[src/rtl/sdio_data_sequencer_pkg.sv]
// Shared SDIO types for the data sequencer: the data4 byte-count type and the
// sequencer state encoding.
package sdio_data_sequencer_pkg;

    typedef logic [9:0] type_data4_count;

    typedef enum logic [2:0] {
        IDLE,
        TX_DELAY,
        TX_WAIT,
        TX_FETCH,
        TX_PRESENT,
        RX_RECV
    } seq_state_t;

    // A data4 count of zero stands for a full 512-byte block.
    localparam int unsigned FULL_BLOCK = 512;

endpackage

[src/rtl/sdio_data_sequencer.sv]
// Sequences SDIO data4 block transfers between the response engine / read
// front-end and an external 512-byte buffer RAM.
module sdio_data_sequencer
    import sdio_data_sequencer_pkg::*;
#(
    parameter int unsigned START_DELAY = 2
)
(
    input  logic            clock,
    input  logic            reset,

    input  type_data4_count data4_count,
    input  logic            write_data4_strobe,
    input  logic            read_data4_strobe,

    output logic            response_start_write,
    input  logic            response_data_req,
    output logic            response_data_strobe,
    output logic            response_data_empty,
    output logic [7:0]      response_data,

    input  logic            read_byte_strobe,
    input  logic [7:0]      read_byte,
    input  logic            read_all_strobe,
    input  logic            read_crc_ok4,

    output logic [8:0]      mem_addr,
    input  logic [7:0]      mem_rd_data,
    output logic            mem_wr_en,
    output logic [7:0]      mem_wr_data,

    output logic            busy,
    output logic            tx_done,
    output logic            rx_done,
    output logic            rx_crc_ok,
    output logic            rx_overflow,
    output logic            proto_error
);

    localparam logic [3:0] DELAY_LAST = 4'(START_DELAY - 1);

    seq_state_t      state;
    seq_state_t      state_next;
    type_data4_count count;
    type_data4_count index;
    type_data4_count count_load;
    logic [3:0]      delay_cnt;
    logic [7:0]      data_reg;
    logic            empty_reg;
    logic            rx_done_reg;
    logic            perr_reg;
    logic            crc_reg;
    logic            ovf_reg;

    logic start_tx;
    logic start_rx;
    logic strobe_err;
    logic delay_done;
    logic tx_req_end;
    logic rx_write;
    logic rx_finish;

    assign count_load = (data4_count == '0) ? type_data4_count'(FULL_BLOCK) : data4_count;
    assign start_tx   = (state == IDLE) && write_data4_strobe;
    assign start_rx   = (state == IDLE) && read_data4_strobe && !write_data4_strobe;
    // Any data4 strobe that cannot start a transfer is a protocol error.
    assign strobe_err = (write_data4_strobe || read_data4_strobe) &&
                        ((state != IDLE) || (write_data4_strobe && read_data4_strobe));
    assign delay_done = (state == TX_DELAY) && (delay_cnt == DELAY_LAST);
    assign tx_req_end = (state == TX_WAIT) && response_data_req && !(index < count);
    assign rx_write   = (state == RX_RECV) && read_byte_strobe && (index < count);
    assign rx_finish  = (state == RX_RECV) && read_all_strobe;

    always_ff @(posedge clock) begin
        if (reset) begin
            state <= IDLE;
        end else begin
            state <= state_next;
        end
    end

    always_comb begin
        state_next = state;
        unique case (state)
            IDLE: begin
                if (write_data4_strobe) begin
                    state_next = TX_DELAY;
                end else if (read_data4_strobe) begin
                    state_next = RX_RECV;
                end
            end
            TX_DELAY: begin
                if (delay_done) begin
                    state_next = TX_WAIT;
                end
            end
            TX_WAIT: begin
                if (response_data_req) begin
                    state_next = (index < count) ? TX_FETCH : IDLE;
                end
            end
            TX_FETCH:   state_next = TX_PRESENT;
            TX_PRESENT: state_next = TX_WAIT;
            RX_RECV: begin
                if (read_all_strobe) begin
                    state_next = IDLE;
                end
            end
            default:    state_next = IDLE;
        endcase
    end

    always_comb begin
        response_start_write = delay_done;
        response_data_strobe = (state == TX_PRESENT);
        mem_wr_en            = rx_write;
        mem_wr_data          = rx_write ? read_byte : 8'h00;
        busy                 = (state != IDLE);
    end

    // Index, count and the registered (one-cycle-late) status pulses.
    always_ff @(posedge clock) begin
        if (reset) begin
            count       <= '0;
            index       <= '0;
            delay_cnt   <= '0;
            data_reg    <= '0;
            empty_reg   <= 1'b0;
            rx_done_reg <= 1'b0;
            perr_reg    <= 1'b0;
            crc_reg     <= 1'b0;
            ovf_reg     <= 1'b0;
        end else begin
            empty_reg   <= tx_req_end;
            rx_done_reg <= rx_finish;
            perr_reg    <= strobe_err;

            if (start_tx || start_rx) begin
                count <= count_load;
                index <= '0;
            end else if ((state == TX_PRESENT) || rx_write) begin
                index <= index + 10'd1;
            end

            if (state == TX_DELAY) begin
                delay_cnt <= delay_cnt + 4'd1;
            end else begin
                delay_cnt <= '0;
            end

            if (state == TX_FETCH) begin
                data_reg <= mem_rd_data;
            end

            if (start_rx) begin
                crc_reg <= 1'b0;
            end else if (rx_finish) begin
                crc_reg <= read_crc_ok4;
            end

            if ((state == RX_RECV) && read_byte_strobe && !(index < count)) begin
                ovf_reg <= 1'b1;
            end
        end
    end

    assign mem_addr            = index[8:0];
    assign response_data       = data_reg;
    assign response_data_empty = empty_reg;
    assign tx_done             = empty_reg;
    assign rx_done             = rx_done_reg;
    assign proto_error         = perr_reg;
    assign rx_crc_ok           = crc_reg;
    assign rx_overflow         = ovf_reg;

endmodule

[config.mk]
export PLATFORM = sky130hd
export DESIGN_NAME = sdio_data_sequencer
export DESIGN_NICKNAME = d
export VERILOG_FILES = /design/src/rtl/sdio_data_sequencer_pkg.sv /design/src/rtl/sdio_data_sequencer.sv
export SDC_FILE = /design/constraint.sdc
export NUM_CORES = 1
export LEC_CHECK = 0
export ABC_AREA = 1
export CAP_MARGIN = 10
export CORE_MARGIN = 3
export CORE_UTILIZATION = 42
export DETAILED_ROUTE_END_ITERATION = 7
export PLACE_DENSITY_LB_ADDON = 0.2
export SLEW_MARGIN = 10
export SYNTH_ARGS = -nofsm -noshare
export SYNTH_HDL_FRONTEND = slang
export SYNTH_SLANG_ARGS = --single-unit
[constraint.sdc]
create_clock -name clock -period 1.46 [get_ports clock]
set_input_delay 0.219 -clock clock [delete_from_list [all_inputs] [get_ports clock]]
set_output_delay 0.219 -clock clock [all_outputs]
set_load 0.005 [all_outputs]
# Yosys cells after proc, flatten, opt, wreduce, memory -nomap -nowiden

Index checks and enable logic that the tools add are counted.

Add/sub/neg operators: 2
Magnitude comparators: 1
Equal/unequal tests: 10
Muxes and demuxes: 9
Bitwise operators: 1
Reductions and logical operators: 25

Operators by type and width:

| operator                                                        | count |
|---|---|
| 3-bit one-hot mux with 6 select lines                           | 1 |
| 3-bit two-way mux                                               | 5 |
| 1-bit logical AND                                               | 12 |
| 10-bit by 1-bit adder with 10-bit output, second input constant | 1 |
| 10-bit zero test                                                | 1 |
| 10-bit < comparator                                             | 1 |
| 10-bit two-way mux                                              | 1 |
| 8-bit two-way mux                                               | 1 |
| 3-bit by 2-bit == test with 1-bit output, second input constant | 2 |
| 3-bit == test, second input constant                            | 2 |
| 2-bit != test, second input constant                            | 3 |
| 2-bit OR reduction                                              | 3 |
| 4-bit by 1-bit adder with 4-bit output, second input constant   | 1 |
| 4-bit by 1-bit == test with 1-bit output, second input constant | 1 |
| 1-bit logical OR                                                | 4 |
| 4-bit AND reduction                                             | 1 |
| 3-bit by 1-bit == test with 1-bit output, second input constant | 1 |
| 3-bit zero test                                                 | 1 |
| 3-bit != test, second input constant                            | 1 |
| 3-bit nonzero test                                              | 1 |
| 1-bit zero test                                                 | 2 |
| 2-bit two-way mux                                               | 1 |
| 1-bit NOT                                                       | 1 |

Flip-flop bits (word level): 40
Input bits: 34
Word-level logic and storage cells: 58

# Logic depth before layout (Yosys ltp)

Word-level depth: 5
Mapped depth: 12

# Least setup slack after synthesis

OpenSTA, ideal clock, no wires.

Path kind: register to output
Start point: reg count[9]
End point: out mem_wr_data[0]
Data arrival time: 1.380 ns
Path slack: -0.139 ns
Stages on the path, launching flop included: 8
Path through: dfxtp_1 inv_1 ha_1 a21o_1 nor2_1 nand4_1 buf_2 nor2_1

Cells in the longest elaborated chain, start to end: 3

RTL lines:

| element                | RTL line                   | text |
|---|---|---|
| from (decl)            | sdio_data_sequencer.sv:44  | `type_data4_count count;` |
| from (signal assigned) | sdio_data_sequencer.sv:139 | `count <= count_load;` |
| 10-bit < comparator    | sdio_data_sequencer.sv:71  | `assign rx_write = (state == RX_RECV) && read_byte_strobe && (index < count);` |
| 1-bit logical AND      | sdio_data_sequencer.sv:71  |  |
| 8-bit two-way mux      | sdio_data_sequencer.sv:117 | `mem_wr_data = rx_write ? read_byte : 8'h00;` |
| to (decl)              | sdio_data_sequencer.sv:30  | `output logic [7:0] mem_wr_data,` |

Every way passes these cells.

# Worst setup path after layout

Start point: reg count[5]
End point: out mem_wr_data[3]

Same word-level chain as after synthesis.

==> results.txt <==
----------------------------------------------------
[Outcome]
  Result of the run ... finished with violations
  Violations in the final reports ... setup timing

[GRT]
  Largest net degree at the start of global routing ... 18
  M3 GR Usage ... approximately 5.5%
  Number of antenna violations at the first check in global routing ... 0
  Overflow after GRT ... 0
  GR Layer Usage met2 ... slightly below 40%
  Met1 layer usage reported by global route ... roughly 25%
  Most used routing layer ... met2
  Wire length of the first global-routing pass ... between 10000 and 15000 um
  Vias in the first global route ... about 2300
  Global Route Usage Sum ... between 20% and 30%

[Finish]
  Total of fill cells in the finished design ... 325
  Finished Core Util ... a little over 80%
  Ratio of cells with drive above 1 in the final layout ... ~45%
  Antenna Cells ... 0
  Fin nets ... ~460
  Post-synthesis to final-layout area growth ... 81.8%
  Non-filler cells, final ... 484

[Die]
  Chip width ... just under 80 um
  Overall die height ... ~77 um
  Standard cell core area ... ~4800 um2
  Starting utilization of the core area ... between 40% and 50%
  Site Rows ... 25
  Floorplan die area ... between 5000 and 6000 um2
  Top-level port count ... 69

[Setup path]
  CP arrival ... ~1.9 ns
  Worst EP required ... 1.24 ns
  Endpoint kind of the worst setup timing path ... primary output
  Critical Path Start Type ... register
  Largest fanout on the critical path ... 4
  Cells along the critical path ... inv_2 -> ha_4 -> nand2_4 -> inv_2 -> nand2_1 -> nand2_1 -> nand2_2 -> nand4_1 -> clkbuf_16 -> buf_6 -> nor2_4 -> buf_2
  Cell family contributing the most delay on the critical path ... simple AND/OR/NAND/NOR gates
  Critical path buffers and inverters ... 5
  Critical path class ... register to primary output
  CP max stage delay ... about 0.34 ns
  Cell with the biggest individual delay on the critical path ... sky130_fd_sc_hd__dfxtp_2

[Clock tree]
  Number of H-tree branching levels ... 2
  Clock transition at the registers of the reported paths ... ~0.08 ns
  Maximum root-to-sink buffer count ... 2
  Clock tree sinks ... 40
  Number of buffers created by CTS ... 5
  Hold_buf cts ... 0
  Clock latency on the worst-skew pair ... 0.31 ns
  Clock Root Buffer ... sky130_fd_sc_hd__clkbuf_8
  Clock tree from TritonCTS ... built

[Synthesis]
  Count of synthesis-stage warnings from yosys ... 0
  Average cell area after synthesis ... roughly 7.3 um2
  Largest cells by area after synthesis ... sky130_fd_sc_hd__dfxtp_1, sky130_fd_sc_hd__nor2_1, sky130_fd_sc_hd__nand2_1
  Post-synthesis register bit count ... 40
  Netlist area before placement ... 2140 um2
  Share of synthesized area occupied by flip-flops and latches ... between 30 and 40%
  Top FF cell, synth ... sky130_fd_sc_hd__dfxtp_1
  Post-synthesis net count ... 339
  Number of enable flip-flop cells after synthesis ... 0
  Proportion of synthesized flip-flops having asynchronous set or reset ... 0%
  Post-synthesis cell type count ... 31
  Portion of synthesized cell area occupied by the leading cell type ... around 37%
  Number of instances in the synthesized netlist ... ~300
  Largest area contributor in the netlist ... sky130_fd_sc_hd__dfxtp_1

[Timing]
  Pins Over Slew Limit ... 0
  Post-layout minimum cycle time ... between 2 and 2.5 ns
  Final setup margin ... -0.674 ns
  Total setup violations reported at the end of the flow ... 23
  Count of final hold-check violations ... 0
  Max transition margin ... 76.9%
  Unrepaired setup endpoints after global routing ... true
  Share of the clock period used by the worst path after layout ... 146%
  Slew at the pin closest to its max-slew limit ... 0.343 ns
  Worst Clk Skew ... roughly 0.0038 ns
  TNS Setup ... -12.11 ns
  F_max ... ~0.47 GHz

[Place]
  HPWL after detailed placement ... roughly 4400 um
  Quantity of I/O buffers inserted on ports ... slightly below 70
  Gp weighted congestion ... slightly below 0.9
  Number of cells after detailed placement ... between 400 and 500

[Job]
  Number of maximum-capacitance violations ... 0

[Min path]
  Worst min-delay path class ... register to register

[Power]
  Power per standard cell area ... 1410 nW/um2
  Cell leakage power ... ~1.7 nW
  Worst-case vdd ir drop ... between 1000 and 1500 uV

[Detailed routing]
  Wirelength, routed ... around 7600 um
  Detailed-route via count ... ~2400
  Drt first pass iters ... 4
  Vias per Instance ... approximately 5
  Count of routing violations after the opening detailed-route iteration ... 85
  Average wire per cell in the routed design ... approximately 16 um
  DR DRC count ... 0
  Antenna-violating nets left ... 0

----------------------------------------------------
==> layer usage <==
metal,vias to the layer above,share of wire [%]
li1,1179,-
met1,1154,40
met4,0,1.8
met5,-,0
met3,14,4.6
met2,77,53
==> repair_timing <==
item	CTS	global route
pin swaps	16	24
setup buffers	10	10
gates resized for setup	106	65
endpoints found under the setup margin	42	37
hold endpoints to repair	0	0
cloned	3	0
==> worst register-to-register path: stages, from the launching register on <==
cell                      delay (ns)
sky130_fd_sc_hd__dfxtp_2        0.33
sky130_fd_sc_hd__inv_2          0.05
sky130_fd_sc_hd__ha_4           0.28
sky130_fd_sc_hd__nand2_4        0.05
sky130_fd_sc_hd__nor2_4         0.13
sky130_fd_sc_hd__nand3_2        0.11
sky130_fd_sc_hd__buf_6          0.13
sky130_fd_sc_hd__buf_6          0.10
sky130_fd_sc_hd__buf_6          0.10
sky130_fd_sc_hd__buf_6          0.10
sky130_fd_sc_hd__buf_6          0.10
sky130_fd_sc_hd__buf_6          0.11
sky130_fd_sc_hd__nand4_1        0.10
sky130_fd_sc_hd__nand2_1        0.08
sky130_fd_sc_hd__nand2_1        0.08
sky130_fd_sc_hd__a21oi_2        0.06
==> cell usage after synthesis (all sizes together) (2+ instances only) <==
| cell | instances |
|---|---|
| o21ai | 19 |
| nor2 | 46 |
| buf | 15 |
| dfxtp | 40 |
| inv | 40 |
| nand2 | 45 |
| nand3 | 28 |
| ha | 12 |
| xor2 | 4 |
| nor3 | 3 |
| nor4 | 2 |
| xnor2 | 5 |
| a21oi | 20 |
| or2 | 2 |
| nand4 | 6 |
==> per-stage QoR <==
stage	setup WS, ns	cell area (um2)	power (W)	hold WS [ns]
after floorplan	-0.0628	2260	0.00238	0.354
after CTS	-0.664	3650	0.00476	0.486
after detailed placement	-0.615	3280	0.00338	0.467
after global routing	-0.716	3890	0.00576	0.512
final	-0.674	3890	0.00547	0.481
after global placement	-0.541	3280	0.00333	0.457
==> final timing paths <==
| kind | from | to | slack, ns | cells after the start |
|---|---|---|---|---|
| setup reg to reg | count[6] | state[0] | -0.54 | 15 |
| hold reg to reg | rx_overflow | rx_overflow | 0.48 | 2 |
| setup / recovery | count[5] | mem_wr_data[3] | -0.67 | 12 |
| hold / removal | rx_overflow | rx_overflow | 0.48 | 2 |
==> logic make-up after synthesis <==
kind of cell | count (synthesis) | synth area share [%]
multiplexers | 1 | 0.468
flip-flops | 40 | 37.4
AND/OR/NAND/NOR | 132 | 28.8
XOR/XNOR | 9 | 3.68
adder cells (fa/ha/maj) | 12 | 7.02
buffers and inverters | 57 | 12.5
AO/OA/AOI/OAI | 42 | 10.1
==> cell type report <==
cell class / count / area, um2 / share of cell area (%)
Tap cell: 67 / 83.8 / 2.16
Timing Repair Buffer: 131 / 1230 / 31.7
Clock inverter: 2 / 35.0 / 0.901
Multi-Input combinational cell: 197 / 1470 / 37.9
Inverter: 41 / 164 / 4.21
Sequential cell: 40 / 827 / 21.3
Clock buffer: 6 / 72.6 / 1.87
==> layout by cell type, fill, tap and decap left out, drive strengths merged, types with 5 or more instances in the layout <==
master,synthesis,routed
nand3,28,28
inv,40,40
clkbuf,1,8
dfxtp,40,40
clkdlybuf4s50,0,47
dlygate4sd2,0,9
buf,15,73
o21ai,19,19
xnor2,5,5
a21oi,20,20
nand4,6,6
ha,12,12
nand2,45,46
nor2,46,46
==> where the power goes <==
group	total (W)	internal (W)	switching, W
registers	0.00139	0.00130	0.0000927
logic	0.00315	0.00160	0.00155
clock network	0.000931	0.000508	0.000423
Note: power is estimated with default switching activity, not from simulation.
